## src/rtl/cpu_types_pkg.sv

```systemverilog
// Shared types for the memory arbiter: RAM handshake state, arbiter FSM state
// and the fixed dcache-over-icache priority rule.
package cpu_types_pkg;

   localparam int unsigned AddrWidth  = 32;
   localparam int unsigned DataWidth  = 32;
   localparam int unsigned CountWidth = 32;

   typedef enum logic [1:0] {
      RamFree   = 2'd0,
      RamBusy   = 2'd1,
      RamAccess = 2'd2,
      RamError  = 2'd3
   } ramstate_t;

   typedef enum logic [1:0] {
      StIdle = 2'd0,
      StDgnt = 2'd1,
      StIgnt = 2'd2
   } arb_state_t;

   // dcache always wins; used from IDLE and again right after a completion
   function automatic arb_state_t arbitrate(input logic dreq, input logic ireq);
      if (dreq) begin
         return StDgnt;
      end else if (ireq) begin
         return StIgnt;
      end
      return StIdle;
   endfunction

endpackage

```

## src/rtl/access_counter.sv

```systemverilog
// Completed-access counter: synchronous clear, count enable, wraps modulo 2^Width.
module access_counter
   import cpu_types_pkg::*;
#(
   parameter int unsigned Width = CountWidth
) (
   input  logic             clk_i,
   input  logic             clr_i,
   input  logic             en_i,
   output logic [Width-1:0] count_o
);

   logic [Width-1:0] count_q;

   always_ff @(posedge clk_i) begin
      if (clr_i) begin
         count_q <= '0;
      end else if (en_i) begin
         count_q <= count_q + Width'(1);
      end
   end

   assign count_o = count_q;

endmodule

```

## src/rtl/mem_arbiter.sv

```systemverilog
// Two-port (icache/dcache) arbiter in front of a single RAM; dcache has strict
// priority and keeps the bus across back-to-back requests.
module mem_arbiter
   import cpu_types_pkg::*;
(
   input  logic                  CLK,
   input  logic                  RST,
   // icache
   input  logic                  iREN,
   input  logic [AddrWidth-1:0]  iaddr,
   output logic [DataWidth-1:0]  iload,
   output logic                  iwait,
   // dcache
   input  logic                  dREN,
   input  logic                  dWEN,
   input  logic [AddrWidth-1:0]  daddr,
   input  logic [DataWidth-1:0]  dstore,
   output logic [DataWidth-1:0]  dload,
   output logic                  dwait,
   // RAM
   output logic                  ramREN,
   output logic                  ramWEN,
   output logic [AddrWidth-1:0]  ramaddr,
   output logic [DataWidth-1:0]  ramstore,
   input  logic [DataWidth-1:0]  ramload,
   input  logic [1:0]            ramstate,
   // status
   output logic [CountWidth-1:0] icount,
   output logic [CountWidth-1:0] dcount,
   output logic                  ramerr
);

   arb_state_t state_q;
   logic       ramerr_q;
   ramstate_t  rs;
   logic       dreq, ireq;
   logic       ram_acc, ram_err;
   logic       d_done, i_done, grant_err;

   assign rs      = ramstate_t'(ramstate);
   assign dreq    = dREN | dWEN;
   assign ireq    = iREN;
   assign ram_acc = (rs == RamAccess);
   assign ram_err = (rs == RamError);

   // A completion needs the granted side to still be requesting
   assign d_done    = (state_q == StDgnt) & dreq & ram_acc;
   assign i_done    = (state_q == StIgnt) & ireq & ram_acc;
   assign grant_err = ram_err & (((state_q == StDgnt) & dreq) | ((state_q == StIgnt) & ireq));

   always_ff @(posedge CLK) begin
      if (RST) begin
         state_q  <= StIdle;
         ramerr_q <= 1'b0;
      end else begin
         case (state_q)
            StIdle: state_q <= arbitrate(dreq, ireq);
            StDgnt: begin
               if (!dreq) begin
                  state_q <= StIdle;
               end else if (d_done) begin
                  state_q <= arbitrate(dreq, ireq);
               end
            end
            StIgnt: begin
               if (!ireq) begin
                  state_q <= StIdle;
               end else if (i_done) begin
                  state_q <= arbitrate(dreq, ireq);
               end
            end
            default: state_q <= StIdle;
         endcase
         if (grant_err) begin
            ramerr_q <= 1'b1;
         end
      end
   end

   always_comb begin
      ramREN   = 1'b0;
      ramWEN   = 1'b0;
      ramaddr  = '0;
      ramstore = '0;
      iload    = '0;
      dload    = '0;
      iwait    = ireq;
      dwait    = dreq;
      case (state_q)
         StDgnt: begin
            ramaddr  = daddr;
            ramstore = dstore;
            ramWEN   = dWEN;
            ramREN   = dREN & ~dWEN;
            dwait    = dreq & ~ram_acc;
            if (d_done && !dWEN) begin
               dload = ramload;
            end
         end
         StIgnt: begin
            ramaddr = iaddr;
            ramREN  = iREN;
            iwait   = ireq & ~ram_acc;
            if (i_done) begin
               iload = ramload;
            end
         end
         default: ;
      endcase
   end

   assign ramerr = ramerr_q;

   access_counter #(
      .Width (CountWidth)
   ) u_icount (
      .clk_i   (CLK),
      .clr_i   (RST),
      .en_i    (i_done),
      .count_o (icount)
   );

   access_counter #(
      .Width (CountWidth)
   ) u_dcount (
      .clk_i   (CLK),
      .clr_i   (RST),
      .en_i    (d_done),
      .count_o (dcount)
   );

endmodule

```

## config.mk

```make
export PLATFORM = sky130hd
export DESIGN_NAME = mem_arbiter
export DESIGN_NICKNAME = d
export VERILOG_FILES = /design/src/rtl/cpu_types_pkg.sv /design/src/rtl/access_counter.sv /design/src/rtl/mem_arbiter.sv
export SDC_FILE = /design/constraint.sdc
export NUM_CORES = 1
export LEC_CHECK = 0
export BUFFER_PORTS_ARGS = -buffer_cell sky130_fd_sc_hd__buf_2
export CAP_MARGIN = 20
export CORE_AREA = 2 2 128 130
export DETAILED_ROUTE_END_ITERATION = 8
export DIE_AREA = 0 0 130 132
export PLACE_DENSITY = 0.67
export SLEW_MARGIN = 30
export SYNTH_ARGS = -nofsm -noshare
export SYNTH_HDL_FRONTEND = slang
export SYNTH_HIERARCHICAL = 1
export SYNTH_SLANG_ARGS = --single-unit
```

## constraint.sdc

```tcl
create_clock -name CLK -period 6.1 [get_ports CLK]
set_clock_uncertainty 0.05 [all_clocks]
set_input_delay 0.305 -clock CLK [delete_from_list [all_inputs] [get_ports CLK]]
set_output_delay 0.305 -clock CLK [all_outputs]
set_load 0.05 [all_outputs]
```

==> impl_metrics.tcl, run 1 <==
set metrics [dict create \
    status "completed" \
    whs_endpoint "state_q[1]" \
    arrival_ps 3450 \
    setup_viol 0 \
    hold_path.class "in2reg" \
    drtPass1Iterations 5 \
    wl_met3_mm 1.73 \
    drv_slew 0 \
    grt_usage_pct 20.5 \
    postSynth.asyncResetShare_pct 0 \
    fin_cells 1103 \
    gr-total-overflow 0 \
    synth_warnings 6 \
    vias_per_cell 4.76 \
    maxCapViolCount 0 \
    p_leak_nw 3.30 \
    cts_tree "yes" \
    r2r_setup_slack_ps 2820 \
    ctsResizeCount 0 \
    clock_sinks 67 \
    detail_route.wl_per_cell_um 17.0 \
    cp-start-kind "flip-flop" \
    via_count 5250 \
    drc 0 \
    clock_path_buffers 2 \
    worstMarginPinSlew_ps 924 \
    gp_congestion 0.779 \
    fmax_ghz 0.305 \
    dpl_cell_area_um2 6330 \
    period_minus_slack_ps 3280 \
    place_inst 1087 \
    endpoint_kind "flip-flop" \
    numCtsBuffers 9 \
    cp-startpoint "state_q[0]" \
    wl_met1_mm 7.72 \
    nNetsFinal 1023 \
    sw_frac_of_total_pct 33.2 \
    synth_enable_flop_cells 0 \
    clkTransAtPathRegs_ps 50 \
    drt-total-wl_mm 18.8 \
    synth_area_per_cell_um2 7.94 \
    ys.flop_type "dfxtp_1" \
    pin_count 332 \
    fin_util_pct 42.2 \
    antenna_found_initial 2 \
    cp.depth 9 \
    synthTopCellsByArea "dfxtp_1, and2_1, nor2b_1" \
    fillers 1637 \
    initial_core_util_pct 29.2 \
    grt_pass1_vias 4829 \
    clock_latency_ps 330 \
    cp_max_fo 39 \
    first_iter_violations 277 \
    numPortBuffers 331 \
    r2r-start "state_q[0]" \
    post_cts_buffers 0 \
    syn-cell-area_um2 4590 \
    hold_path.startpoint "iREN" \
    max_stage_delay_ps 550 \
    synth_seq_area_share_pct 29.2 \
    yosysUniqueCellTypes 47 \
    die_w_um 130 \
    wl_met2_mm 8.93 \
    yosysTopAreaCell "dfxtp_1" \
    min_period_over_period_pct 53.8 \
    final_common_cell "buf_2" \
    whs_ps 253 \
    die_y_um 132 \
    seqPwrFrac_pct 33.6 \
    fin_area_um2 6620 \
    grt_max_degree 92 \
    cp_data_required_time_ps 6270 \
    hold_depth 3 \
    maxSlewHeadroom_pct 38.4 \
    dp_hpwl_mm 15.0 \
    finalHoldViolations 0 \
    irDropWorstVdd_mv 0.121 \
    htreeDepth 3 \
    die-area_um2 17200 \
    grt_pass1_wl_mm 27.1 \
    syn_to_final_growth_pct 44.3 \
    final_antenna_net_count 0 \
    crit_path_top_delay_cell "nor2_4" \
    worst-path-buf-inv 2 \
    power.net_switching_uw 436 \
    reg2reg_to "u_icount/count_o[27]" \
    ys_ff_latch 67 \
    reg2reg_depth 9 \
    final_cell_mix "buf_2, and2_1, dfxtp_1" \
    syn_nets 719 \
    worstPathCellList "inv_1 -> ha_1 -> buf_4 -> nand2_4 -> nor2_4 -> and4_1 -> nand4_1 -> nor3b_1 -> mux2_2" \
    path_class "reg2reg" \
    post_synth_inst_count 578 \
    coreArea_um2 15700 \
    rows 46 \
    p_int_uw 878 \
    p_per_area_nw_per_um2 198 \
    final_layout_size_suffix_gt1_share_pct 43.1 \
    cts_root_buf "clkbuf_16" \
    cpLargestDelayFamily "simple AND/OR/NAND/NOR gates" \
    finalSetupTns_ps 0 \
    netlist.area_leader.share_pct 29.2 \
    combPwrFrac_pct 26.8 \
    top_layer_used "met5" \
    cts_hold_buf 0 \
    rsz0062_at_grt "no" \
    clkPwrFrac_pct 39.5 \
]
cells in the mapped netlist, types with 3 or more instances:
library cell   n
nor2_1        57
inv_1         10
and4_1         6
clkbuf_1      18
nor2b_1       52
a21oi_1       16
mux2_1         5
ha_1           6
xnor2_1        8
mux2_2        18
a22oi_1       32
or3_1          8
o31ai_1        6
buf_2         11
or4_1          6
and3_1         4
xor2_1        18
dfxtp_1       67
nor4_1         4
mux2i_1        3
nor3_1        20
o21ai_0        8
nand2_1       20
nand3_1       18
buf_4          8
and2_1        99
nand4_1       20
per-layer routing:
metal / vias up / global-route usage, %
li1: 2600 / -
met1: 2415 / 23.9
met2: 208 / 34.8
met3: 25 / 7.02
met4: 2 / 6.87
met5: - / 0
logic make-up after synthesis:
logic type                 count (synthesis)  synth area share (%)
DFF                                       67                  29.2
muxes                                     26                  6.30
adders and majority gates                  6                  1.64
and+or+nand+nor                          333                  42.2
xor gates and xnor gates                  26                  4.96
buffers and inverters                     51                  5.51
AOI/OAI and AO/OA                         69                  10.2
power groups by stage:
stage | clock network, mW | logic (mW) | registers [mW]
after floorplan | 0 | 0.233 | 0.454
after global placement | 0 | 0.352 | 0.451
after detailed placement | 0 | 0.353 | 0.451
after CTS | 0.535 | 0.355 | 0.442
after global routing | 0.548 | 0.371 | 0.442
final | 0.519 | 0.352 | 0.442
sequential cells by signal, indices dropped and copies added, names as in the netlist:
| name | flops |
|---|---|
| state_q | 2 |
| u_dcount/count_o | 32 |
| u_icount/count_o | 32 |
| ramerr | 1 |
worst max path at each step:
stage	end	slack [ps]
2_1_floorplan	u_dcount/count_o[27]	3540
3_5_place_dp	u_icount/count_o[27]	2840
4_1_cts	dload[9]	2780
6_report	u_icount/count_o[27]	2820
3_3_place_gp	u_icount/count_o[27]	2920
5_1_grt	u_icount/count_o[27]	2470
metrics by stage:
step | total power [mW] | setup WS (ps)
6_report | 1.31 | 2820
3_3_place_gp | 0.803 | 2920
4_1_cts | 1.33 | 2780
5_1_grt | 1.36 | 2470
2_1_floorplan | 0.686 | 3540
3_5_place_dp | 0.805 | 2840
tightest hold or removal path, cell delays in order:
cell	delay [ps]
buf_2	130
o2111ai_1	80
mux2i_1	60
final cells by class:
cell class | count | area, µm² | share of cell area, %
sequential | 67 | 1340 | 20.2
antenna | 1 | 2.50 | 0.0378
inverter | 10 | 37.5 | 0.567
multi-input combinational | 460 | 3000 | 45.3
timing repair buffer | 334 | 1680 | 25.3
clock buffer | 13 | 260 | 3.93
clock inverter | 2 | 35.0 | 0.529
tap | 216 | 270 | 4.08
Power figures use the tool's default switching activity.
==> inputs of run 2 (changes only) <==
- ABC_AREA: not set -> 1
- PLACE_DENSITY: 0.67 -> 0.69
- clock period: 6.1 -> 3.2 ns (I/O delays scaled with it)
==> impl_metrics.tcl, run 2 <==
set metrics [dict create \
    status "completed" \
    syn-cell-area_um2 4990 \
    coreArea_um2 15700 \
    numCtsBuffers 9 \
    cts_root_buf "clkbuf_16" \
    gr-total-overflow 0 \
    cts_hold_buf 0 \
    die_y_um 132 \
    final_cell_mix "buf_2, nand2_1, nor2_1" \
    yosysMostFrequentCell "nand2_1" \
    period_minus_slack_ps 2470 \
    final_layout_size_suffix_gt1_share_pct 36.2 \
    cp_data_required_time_ps 2990 \
    ys.flop_type "dfxtp_1" \
    rows 46 \
    drc 0 \
    seqPwrFrac_pct 28.4 \
    wl_met2_mm 9.19 \
    nNetsFinal 1314 \
    worstPathCellList "inv_1 -> ha_2 -> buf_4 -> nand3_1 -> nor3_1 -> buf_2" \
    drv_slew 0 \
    fillers 1712 \
    clock_sinks 67 \
    arrival_ps 2260 \
    wl_met3_mm 1.23 \
    power.net_switching_mw 1.32 \
    grt_pass1_vias 5514 \
    final_common_cell "buf_2" \
    path_class "reg2out" \
    post_cts_buffers 0 \
    cts_tree "yes" \
    wl_met1_mm 8.17 \
    dp_hpwl_mm 15.4 \
    initial_core_util_pct 31.8 \
    ys_ff_latch 67 \
    drtPass1Iterations 4 \
    hold_path.class "in2reg" \
    antenna_found_initial 0 \
    n_antenna_cell 0 \
    rsz0062_at_grt "no" \
    yosysUniqueCellTypes 28 \
    worstMarginPinSlew_ps 731 \
    max_stage_delay_ps 490 \
    synth_compound_area_share_pct 9.87 \
    post_synth_inst_count 854 \
    p_int_mw 1.70 \
    finalSetupTns_ps 0 \
    pin_count 332 \
    numPortBuffers 331 \
    whs_ps 77.9 \
    setup_viol 0 \
    worst-path-buf-inv 3 \
    clock_latency_ps 320 \
    cp_max_fo 68 \
    syn_to_final_growth_pct 42.2 \
    irDropWorstVdd_mv 0.488 \
    synth_seq_area_share_pct 26.9 \
    synth_warnings 6 \
    p_leak_nw 4.09 \
    netlist.area_leader.share_pct 26.9 \
    die-area_um2 17200 \
    crit_path_top_delay_cell "buf_4" \
    synth_common_cells "nand2_1, nor2_1, inv_1" \
    fin_util_pct 45.2 \
    fin_area_um2 7100 \
    maxSlewHeadroom_pct 51.2 \
    clock_path_buffers 2 \
    r2r_setup_slack_ps 1220 \
    sw_frac_of_total_pct 43.7 \
    via_count 6299 \
    synth_xor_area_share_pct 1.05 \
    syn_nets 995 \
    cpLargestDelayFamily "buffers and inverters" \
    clkPwrFrac_pct 30.9 \
    grt_pass1_wl_mm 28.7 \
    grt_usage_pct 20.9 \
    yosysTopAreaCell "dfxtp_1" \
    detail_route.wl_per_cell_um 13.5 \
    p_per_area_nw_per_um2 425 \
    synth-simple-area-share_pct 47.1 \
    synthTopCellsByArea "dfxtp_1, nand2_1, nor2_1" \
    synthAdderAreaFrac_pct 1.50 \
    grt_max_degree 69 \
    combPwrFrac_pct 40.8 \
    synth_enable_flop_cells 0 \
    first_iter_violations 438 \
    top_layer_used "met4" \
    maxCapViolCount 0 \
    vias_per_cell 4.52 \
    cp-start-kind "flip-flop" \
    gp_congestion 0.912 \
    fmax_ghz 0.405 \
    die_w_um 130 \
    clkTransAtPathRegs_ps 60 \
    synth_area_per_cell_um2 5.85 \
    finalHoldViolations 0 \
    min_period_over_period_pct 77.1 \
    postSynth.asyncResetShare_pct 0 \
    synthMuxAreaShare_pct 0 \
    dpl_cell_area_um2 6820 \
    synth_top_family_by_area "simple AND/OR/NAND/NOR gates" \
    ctsResizeCount 0 \
    htreeDepth 3 \
    final_antenna_net_count 0 \
    endpoint_kind "output port" \
    drt-total-wl_mm 18.8 \
]
## run 2: cell types whose count changed after synthesis, sizes merged, moves of 12 or more
cell / before / now
inv: 10 / 144
a22oi: 32 / 0
nand2: 21 / 241
nor3: 20 / 6
clkbuf: 20 / 8
and2: 99 / 0
xor2: 18 / 0
nand3: 18 / 53
a21oi: 17 / 74
nor2b: 52 / 0
mux2: 23 / 0
nor2: 59 / 191
## run 2: through the flow
step	setup slack (ps)	instances	total power, mW
after floorplan	917	854	1.76
final	734	1393	3.01
after detailed placement	1060	1378	2.11
after global routing	491	1393	3.17
after global placement	1110	1378	2.10
after CTS	690	1393	3.05
## run 2: area by class of cell
| type | instances | area (µm²) | area share (%) |
|---|---|---|---|
| multi-input cells | 616 | 2980 | 41.9 |
| repair buffers | 335 | 1690 | 23.8 |
| flip-flops and latches | 67 | 1340 | 18.9 |
| inverters | 144 | 546 | 7.68 |
| clock buffers | 14 | 274 | 3.86 |
| well taps | 216 | 270 | 3.81 |
| clock inverters | 1 | 7.51 | 0.106 |
## run 2: worst paths after layout
kind / from / to / cells after the start
min: ramstate[1] / ramerr / 3
min reg2reg: ramerr / ramerr / 2
max reg2reg: state_q[1] / u_dcount/count_o[24] / 11
max: state_q[1] / dload[25] / 6
## run 2: tightest hold or removal path, delay by kind of cell
kind | cells | cell delay [ps]
AO/OA/AOI/OAI | 1 | 50
AND/OR/NAND/NOR | 1 | 70
buffers and inverters | 1 | 110
## run 2: cells by family (layout without fill, tap and decap cells)
group | after synthesis | after routing
XOR/XNOR | 6 | 6
AO/OA/AOI/OAI | 95 | 95
flip-flops | 67 | 67
adder cells (fa/ha/maj) | 6 | 6
buffers and inverters | 171 | 494
AND/OR/NAND/NOR | 509 | 509
## run 2: per-layer routing
layer	global-route usage [%]	vias up
met5	0	-
met4	3.64	0
met3	4.75	13
met2	36.3	207
met1	26.7	2826
li1	-	3253
## run 2: power groups by stage
| stage | logic (mW) | registers (mW) | clock network, mW |
|---|---|---|---|
| floorplan | 0.881 | 0.884 | 0 |
| global placement | 1.23 | 0.872 | 0 |
| detailed placement | 1.24 | 0.873 | 0 |
| CTS | 1.24 | 0.854 | 0.959 |
| global route | 1.31 | 0.856 | 0.998 |
| finish | 1.23 | 0.855 | 0.931 |
==> inputs of run 3 (changes only) <==
- CORE_AREA: 2 2 128 130 -> 2 2 127 129
- DIE_AREA: 0 0 130 132 -> 0 0 129 131
- PLACE_DENSITY: 0.69 -> 0.73
- clock period: 3.2 -> 2.21 ns (I/O delays scaled with it)
==> impl_metrics.tcl, run 3 (synthesis gave the netlist of run 2 again) <==
set metrics [dict create \
    syn_to_final_growth_pct 46.5 \
    grtUsageMet1_pct 26.6 \
    dp_hpwl_mm 15.9 \
    r2r-start "state_q[1]" \
    grt_max_degree 69 \
    cts_tree "yes" \
    cp-start-kind "flip-flop" \
    arrival_ps 1910 \
    die-area_um2 16900 \
    clkTransAtPathRegs_ps 50 \
    fin_cells 1399 \
    n_antenna_cell 0 \
    fillers 1681 \
    detail_route.wl_per_cell_um 13.8 \
    final_antenna_net_count 0 \
    fmax_ghz 0.482 \
    gr-total-overflow 0 \
    drt-total-wl_mm 19.2 \
    initial_core_util_pct 32.0 \
    maxCapViolCount 0 \
    cp-startpoint "state_q[1]" \
    period_minus_slack_ps 2070 \
    rsz0062_at_grt "yes" \
    antenna_found_initial 2 \
    p_leak_nw 4.15 \
    die_w_um 129 \
    drc 0 \
    hold_path.class "in2reg" \
    drv_slew 0 \
    grt_pass1_wl_mm 28.8 \
    die_y_um 131 \
    drtPass1Iterations 5 \
    cp_data_required_time_ps 2050 \
    pin_count 332 \
    final_cell_mix "buf_2, nand2_1, nor2_1" \
    irDropWorstVdd_mv 0.593 \
    coreArea_um2 15600 \
    clock_sinks 67 \
    final_common_cell "buf_2" \
    via_count 6380 \
    numPortBuffers 331 \
    reg2reg_depth 12 \
    nNetsFinal 1319 \
    cts_root_buf "clkbuf_16" \
    htreeDepth 3 \
    min_period_over_period_pct 93.8 \
    grt-busiest-layer "met2" \
    clock_latency_ps 330 \
    r2r_setup_slack_ps 200 \
    grt_usage_pct 21.7 \
    vias_per_cell 4.56 \
    crit_path_end "ramaddr[26]" \
    place_inst 1382 \
    status "completed" \
    cp_max_fo 68 \
    p_per_area_nw_per_um2 639 \
    worstMarginPinSlew_ps 586 \
    numCtsBuffers 9 \
    path_class "reg2out" \
    finalHoldViolations 0 \
    rows 46 \
    clock_path_buffers 2 \
    grtUsageMet3_pct 6.72 \
    dpl_cell_area_um2 6920 \
    reg2reg_to "u_dcount/count_o[24]" \
    fin_ws_ps 137 \
    final_layout_size_suffix_gt1_share_pct 36.9 \
    total_power_mw 4.68 \
    grtUsageMet2_pct 36.9 \
    fin_area_um2 7320 \
    grt_pass1_vias 5569 \
    maxSlewHeadroom_pct 60.9 \
    finalSetupTns_ps 0 \
    endpoint_kind "output port" \
    setup_viol 0 \
    gp_congestion 0.926 \
    dp_slack_ps 255 \
    hold_path.startpoint "ramstate[1]" \
    first_iter_violations 371 \
]
[run 3: worst min path at each step]
stage                        end  slack (ps)  cells after the start
final                     ramerr          30                      3
after global routing      ramerr          60                      3
after floorplan           ramerr         130                      1
after CTS                 ramerr          20                      3
after detailed placement  ramerr         370                      3
after global placement    ramerr         360                      3
[run 3: where the power goes]
group / internal, mW / switching [mW]
logic: 0.443 / 1.41
registers: 1.22 / 0.0161
clock network: 1.05 / 0.532
[run 3: critical path, cell delays in order, from the launching register on]
cell	delay [ps]
dfxtp_1	330
inv_1	90
ha_2	220
buf_12	250
nand2_1	130
a21oi_1	220
buf_2	300
[run 3: through the flow]
step | hold slack [ps] | utilization [%]
2_1_floorplan | 130 | -
3_3_place_gp | 358 | 44.4
3_5_place_dp | 372 | 44.4
4_1_cts | 17.5 | 46.7
5_1_grt | 61.5 | 46.9
6_report | 26.9 | 46.9
[run 3: metal layers]
layer | vias to the layer above | wire [µm]
met5 | - | 13
met4 | 2 | 249
met3 | 21 | 1700
met2 | 235 | 9350
met1 | 2859 | 7930
li1 | 3263 | -
[run 3: layout make-up]
class | count | area [µm²] | share of cell area [%]
clock buffers | 12 | 256 | 3.51
clock inverters | 4 | 72.6 | 0.992
inverters | 144 | 546 | 7.46
multi-input cells | 616 | 3010 | 41.2
flip-flops and latches | 67 | 1340 | 18.3
well taps | 216 | 270 | 3.69
repair buffers | 340 | 1820 | 24.8
[run 3: repair_timing]
action | CTS | global route
hold endpoints to repair | 0 | 0
cloned | 0 | 0
pin swaps | 1 | 1
hold buffers | 0 | 0
resized for setup | 5 | 11
buffers inserted | 1 | 0
setup endpoints to repair | 19 | 12
